[src/rtl/peak_uart_tx.sv]
// Sends a snapshot of the four peak-hold channels as a 6-byte 8N1 UART frame:
// 0xAA, max_1..max_4, then the 8-bit sum of the four values.
module peak_uart_tx #(
   parameter int CLKS_PER_BIT  = 434,
   parameter int PERIOD_CYCLES = 0
) (
   input  logic       clock,
   input  logic       reset,
   input  logic       send,
   input  logic [7:0] max_1,
   input  logic [7:0] max_2,
   input  logic [7:0] max_3,
   input  logic [7:0] max_4,
   output logic       tx,
   output logic       busy,
   output logic       frame_done
);

   localparam int CW = $clog2(CLKS_PER_BIT);
   localparam int TW = (PERIOD_CYCLES > 2) ? $clog2(PERIOD_CYCLES) : 1;
   localparam logic [CW-1:0] BIT_LAST   = CW'(CLKS_PER_BIT - 1);
   localparam logic [TW-1:0] TIMER_LAST = TW'((PERIOD_CYCLES > 0) ? PERIOD_CYCLES - 1 : 0);
   localparam logic [7:0]    HEADER     = 8'hAA;
   localparam logic [2:0]    LAST_BYTE  = 3'd5;
   localparam logic [2:0]    LAST_BIT   = 3'd7;

   typedef enum logic [1:0] {
      ST_IDLE  = 2'd0,
      ST_START = 2'd1,
      ST_DATA  = 2'd2,
      ST_STOP  = 2'd3
   } state_t;

   function automatic logic [7:0] frame_checksum(
      input logic [7:0] a,
      input logic [7:0] b,
      input logic [7:0] c,
      input logic [7:0] d
   );
      logic [9:0] sum;
      sum = {2'b00, a} + {2'b00, b} + {2'b00, c} + {2'b00, d};
      return sum[7:0];
   endfunction

   state_t          state_q;
   logic [TW-1:0]   timer_q;
   logic [TW-1:0]   timer_d;
   logic            timer_tc_s;
   logic            trig_s;
   logic [CW-1:0]   clk_cnt_q;
   logic [2:0]      bit_idx_q;
   logic [2:0]      byte_idx_q;
   logic [7:0]      shift_q;
   logic            pending_q;
   logic [7:0]      snap1_q;
   logic [7:0]      snap2_q;
   logic [7:0]      snap3_q;
   logic [7:0]      snap4_q;
   logic [7:0]      chk_q;
   logic [7:0]      cur_byte_s;
   logic            tx_q;
   logic            busy_q;
   logic            done_q;

   // Free-running period timer; wraps at terminal count regardless of frame activity.
   always_comb begin
      timer_tc_s = 1'b0;
      timer_d    = timer_q;
      if (PERIOD_CYCLES != 0) begin
         timer_tc_s = (timer_q == TIMER_LAST);
         if (timer_tc_s) begin
            timer_d = '0;
         end else begin
            timer_d = timer_q + TW'(1);
         end
      end else begin
         timer_d = '0;
      end
   end

   assign trig_s = send | timer_tc_s;

   // Byte currently being serialised, selected by position in the frame.
   always_comb begin
      cur_byte_s = HEADER;
      case (byte_idx_q)
         3'd0:    cur_byte_s = HEADER;
         3'd1:    cur_byte_s = snap1_q;
         3'd2:    cur_byte_s = snap2_q;
         3'd3:    cur_byte_s = snap3_q;
         3'd4:    cur_byte_s = snap4_q;
         3'd5:    cur_byte_s = chk_q;
         default: cur_byte_s = HEADER;
      endcase
   end

   // Period timer register.
   always_ff @(posedge clock) begin
      if (reset) begin
         timer_q <= '0;
      end else begin
         timer_q <= timer_d;
      end
   end

   // Frame sequencer: snapshot on accept, then START/DATA/STOP per byte.
   always_ff @(posedge clock) begin
      if (reset) begin
         state_q    <= ST_IDLE;
         clk_cnt_q  <= '0;
         bit_idx_q  <= 3'd0;
         byte_idx_q <= 3'd0;
         shift_q    <= 8'h00;
         pending_q  <= 1'b0;
         snap1_q    <= 8'h00;
         snap2_q    <= 8'h00;
         snap3_q    <= 8'h00;
         snap4_q    <= 8'h00;
         chk_q      <= 8'h00;
         tx_q       <= 1'b1;
         busy_q     <= 1'b0;
         done_q     <= 1'b0;
      end else begin
         done_q <= 1'b0;
         if (trig_s && (state_q != ST_IDLE)) begin
            pending_q <= 1'b1;
         end
         case (state_q)
            ST_IDLE: begin
               tx_q   <= 1'b1;
               busy_q <= 1'b0;
               if (trig_s || pending_q) begin
                  snap1_q    <= max_1;
                  snap2_q    <= max_2;
                  snap3_q    <= max_3;
                  snap4_q    <= max_4;
                  chk_q      <= frame_checksum(max_1, max_2, max_3, max_4);
                  pending_q  <= 1'b0;
                  byte_idx_q <= 3'd0;
                  bit_idx_q  <= 3'd0;
                  clk_cnt_q  <= '0;
                  tx_q       <= 1'b0;
                  busy_q     <= 1'b1;
                  state_q    <= ST_START;
               end
            end
            ST_START: begin
               if (clk_cnt_q == BIT_LAST) begin
                  clk_cnt_q <= '0;
                  bit_idx_q <= 3'd0;
                  tx_q      <= cur_byte_s[0];
                  shift_q   <= {1'b0, cur_byte_s[7:1]};
                  state_q   <= ST_DATA;
               end else begin
                  clk_cnt_q <= clk_cnt_q + CW'(1);
               end
            end
            ST_DATA: begin
               if (clk_cnt_q == BIT_LAST) begin
                  clk_cnt_q <= '0;
                  if (bit_idx_q == LAST_BIT) begin
                     tx_q    <= 1'b1;
                     state_q <= ST_STOP;
                  end else begin
                     bit_idx_q <= bit_idx_q + 3'd1;
                     tx_q      <= shift_q[0];
                     shift_q   <= {1'b0, shift_q[7:1]};
                  end
               end else begin
                  clk_cnt_q <= clk_cnt_q + CW'(1);
               end
            end
            ST_STOP: begin
               if (clk_cnt_q == BIT_LAST) begin
                  clk_cnt_q <= '0;
                  if (byte_idx_q < LAST_BYTE) begin
                     byte_idx_q <= byte_idx_q + 3'd1;
                     tx_q       <= 1'b0;
                     state_q    <= ST_START;
                  end else begin
                     tx_q    <= 1'b1;
                     busy_q  <= 1'b0;
                     done_q  <= 1'b1;
                     state_q <= ST_IDLE;
                  end
               end else begin
                  clk_cnt_q <= clk_cnt_q + CW'(1);
               end
            end
            default: begin
               tx_q    <= 1'b1;
               busy_q  <= 1'b0;
               state_q <= ST_IDLE;
            end
         endcase
      end
   end

   assign tx         = tx_q;
   assign busy       = busy_q;
   assign frame_done = done_q;

endmodule
[config.mk]
export PLATFORM = sky130hd
export DESIGN_NAME = peak_uart_tx
export DESIGN_NICKNAME = d
export VERILOG_FILES = /design/src/rtl/peak_uart_tx.sv
export SDC_FILE = /design/constraint.sdc
export NUM_CORES = 1
export LEC_CHECK = 0
export BUFFER_PORTS_ARGS = -buffer_cell sky130_fd_sc_hd__buf_4
export CAP_MARGIN = 30
export CORE_MARGIN = 2
export CORE_UTILIZATION = 45
export DETAILED_ROUTE_END_ITERATION = 12
export GPL_ROUTABILITY_DRIVEN = 0
export HOLD_SLACK_MARGIN = 0.12
export PLACE_DENSITY = 0.67
export SLEW_MARGIN = 20
export SYNTH_ARGS = -nofsm -noshare
export SYNTH_HDL_FRONTEND = slang
export SYNTH_SLANG_ARGS = --single-unit
[constraint.sdc]
create_clock -name clock -period 4.4 [get_ports clock]
set_input_delay 0.44 -clock clock [delete_from_list [all_inputs] [get_ports clock]]
set_output_delay 0.44 -clock clock [all_outputs]
set_load 0.02 [all_outputs]
==> impl_metrics.json <==
{
  "synth_area_per_cell_um2": 8.14,
  "yosysSeqAreaShare_pct": 35.5,
  "stdcell_count": 605,
  "synthArstFlopShare_pct": 0,
  "synth_edf_count": 0,
  "place_area_um2": 4160,
  "vdd_drop_max_uv": 199,
  "path_class": "in2reg",
  "antenna_cells": 0,
  "synth_cell_types": 52,
  "grt_pass1_vias": 3000,
  "clk_latency_ps": 340,
  "cts.sinks": 68,
  "whs_ps": 345,
  "antenna_found_initial": 0,
  "clk_pin_slew_ps": 80,
  "start_util_pct": 46.4,
  "wire_per_inst_um": 14.1,
  "grt_max_degree": 66,
  "worst_slew_pin_slew_ps": 830,
  "hp-class": "in2reg",
  "ys_ff_latch": 68,
  "num_vias": 3261,
  "dr.pass1.iters": 5,
  "cp-end-kind": "flop",
  "cp_data_required_time_ps": 4640,
  "mostFrequentLayoutCell": "nand2_1",
  "yosysWarnings": 0,
  "fp-row-count": 33,
  "synth_top_area_share_pct": 35.5,
  "port_buffers": 37,
  "hold_violations": 0,
  "postSynthCellCount": 471,
  "synth_nets": 540,
  "worstSetupStartpointType": "primary input",
  "cts_max_level": 3,
  "r2r_slack_ps": 1740,
  "final_cell_mix": "nand2_1, dfxtp_1, a21oi_1",
  "power_leakage_nw": 1.86,
  "overflow": 0,
  "max_freq_ghz": 0.348,
  "yosysTopAreaCell": "dfxtp_1",
  "dp_hpwl_um": 5850,
  "power_density_nw_per_um2": 525,
  "drt_first_iter_violations": 161,
  "die_y_um": 96.3,
  "grt_pass1_wl_um": 14200,
  "path_max_fanout": 3,
  "rsz0062_at_grt": "no",
  "cts_hold_buffers": 0,
  "drv_cap": 0,
  "outcome": "finished clean",
  "setup_tns_ps": 0,
  "ctsResizeCount": 0,
  "ys_top_cells_by_area": "dfxtp_1, nand2_1, a21oi_1",
  "dieArea_um2": 9270,
  "root_buffer": "clkbuf_8",
  "drc": 0,
  "cts_setup_buffers": 0,
  "nets": 564,
  "dp_cells": 589,
  "vias_per_cell": 5.39,
  "fin_crit_sh_pct": 65.3,
  "area_growth_pct": 14.8,
  "tritoncts": "built",
  "relSlewSlack_pct": 44.4,
  "drive_above_1_share_pct": 13.6,
  "cts_buffer_depth": 2,
  "routed_wl_um": 8540,
  "num-fill-cells": 801,
  "critPathArrivalTime_ps": 3120,
  "core-area_um2": 8260,
  "synth_ff_type": "dfxtp_1",
  "track_usage_pct": 19.8,
  "finalSetupViolCount": 0,
  "skew_ps": 11.3,
  "io_pins": 38,
  "fin_crit_ps": 2870,
  "final_util_pct": 53.3,
  "syn_area_um2": 3830,
  "antenna_left": 0,
  "cts_buffers": 9,
  "fin_area_um2": 4400,
  "die_x_um": 96.3,
  "slew_violations": 0
}
## worst paths after layout
path / start / endpoint / depth (start not counted)
worst max-delay path: max_1[1] / chk_q[7]$_SDFFE_PP0P_ / 13
worst min-delay path: max_2[2] / snap2_q[2]$_SDFFE_PP0P_ / 3
worst max register to register: byte_idx_q[2]$_SDFFE_PP0P_ / shift_q[0]$_SDFFE_PP0P_ / 7
worst min register to register: snap2_q[6]$_SDFFE_PP0P_ / snap2_q[6]$_SDFFE_PP0P_ / 2
## cell type report
class	instances	area (µm²)	area share, %
clock buffers	10	128	2.90
flip-flops and latches	68	1360	30.9
repair buffers	39	293	6.65
inverters	45	169	3.84
clock inverters	6	113	2.56
well taps	105	131	2.98
multi-input cells	332	2210	50.1
## routing by layer
layer  track usage (%)  up-vias  wire, µm
li1                  -     1656         -
met5                 0        -         0
met4              7.04        0       102
met1              27.7     1526      4160
met2              31.1       72      3970
met3              2.90        7       312
## critical path: stages
cell and delay (ps):
buf_4 90, inv_1 50, fa_1 520, inv_1 50, fa_1 500, ha_1 180
inv_1 60, fa_1 380, nor2b_1 220, o31a_1 180, o22ai_1 100, xnor2_1 130
a211oi_1 230
## flip-flops by register name (all words and copies together), names as in the netlist, 7 cells and up
| register | count |
|---|---|
| snap3_q | 8 |
| shift_q | 7 |
| clk_cnt_q | 9 |
| snap2_q | 8 |
| snap1_q | 8 |
| chk_q | 8 |
| snap4_q | 8 |
## where the power goes
part	internal (mW)	switching, mW
sequential	0.738	0.0782
clock	0.377	0.246
combinational	0.336	0.535
## Yosys cell counts (4+ instances only)
library cell / n
nand2_1: 86
fa_1: 14
nor2_1: 32
nand3_1: 5
o31a_1: 4
xnor2_1: 7
a21oi_1: 63
a221oi_1: 8
a22oi_1: 6
a311oi_1: 4
a211oi_1: 7
nor2b_1: 5
dfxtp_1: 68
buf_2: 4
ha_1: 20
o21ai_0: 12
clkbuf_1: 21
inv_1: 45
o21a_1: 4
nor3_1: 4
## cells by family after synthesis
group	count (synthesis)	synth area share (%)
xor+xnor	7	1.60
flops	68	35.5
fa+ha+maj	34	13.8
mux	4	1.11
buf+inv	71	7.08
compound gates	133	22.7
simple gates	154	18.2
## per-stage QoR
| stage | total power, mW | worst slack (ps) |
|---|---|---|
| 6_report | 2.31 | 1530 |
| 5_1_grt | 2.48 | 1390 |
| 4_1_cts | 2.33 | 1560 |
| 3_5_place_dp | 1.71 | 1240 |
| 3_3_place_gp | 1.68 | 1280 |
| 2_1_floorplan | 1.49 | 1490 |
(Power assumes the default switching activity.)
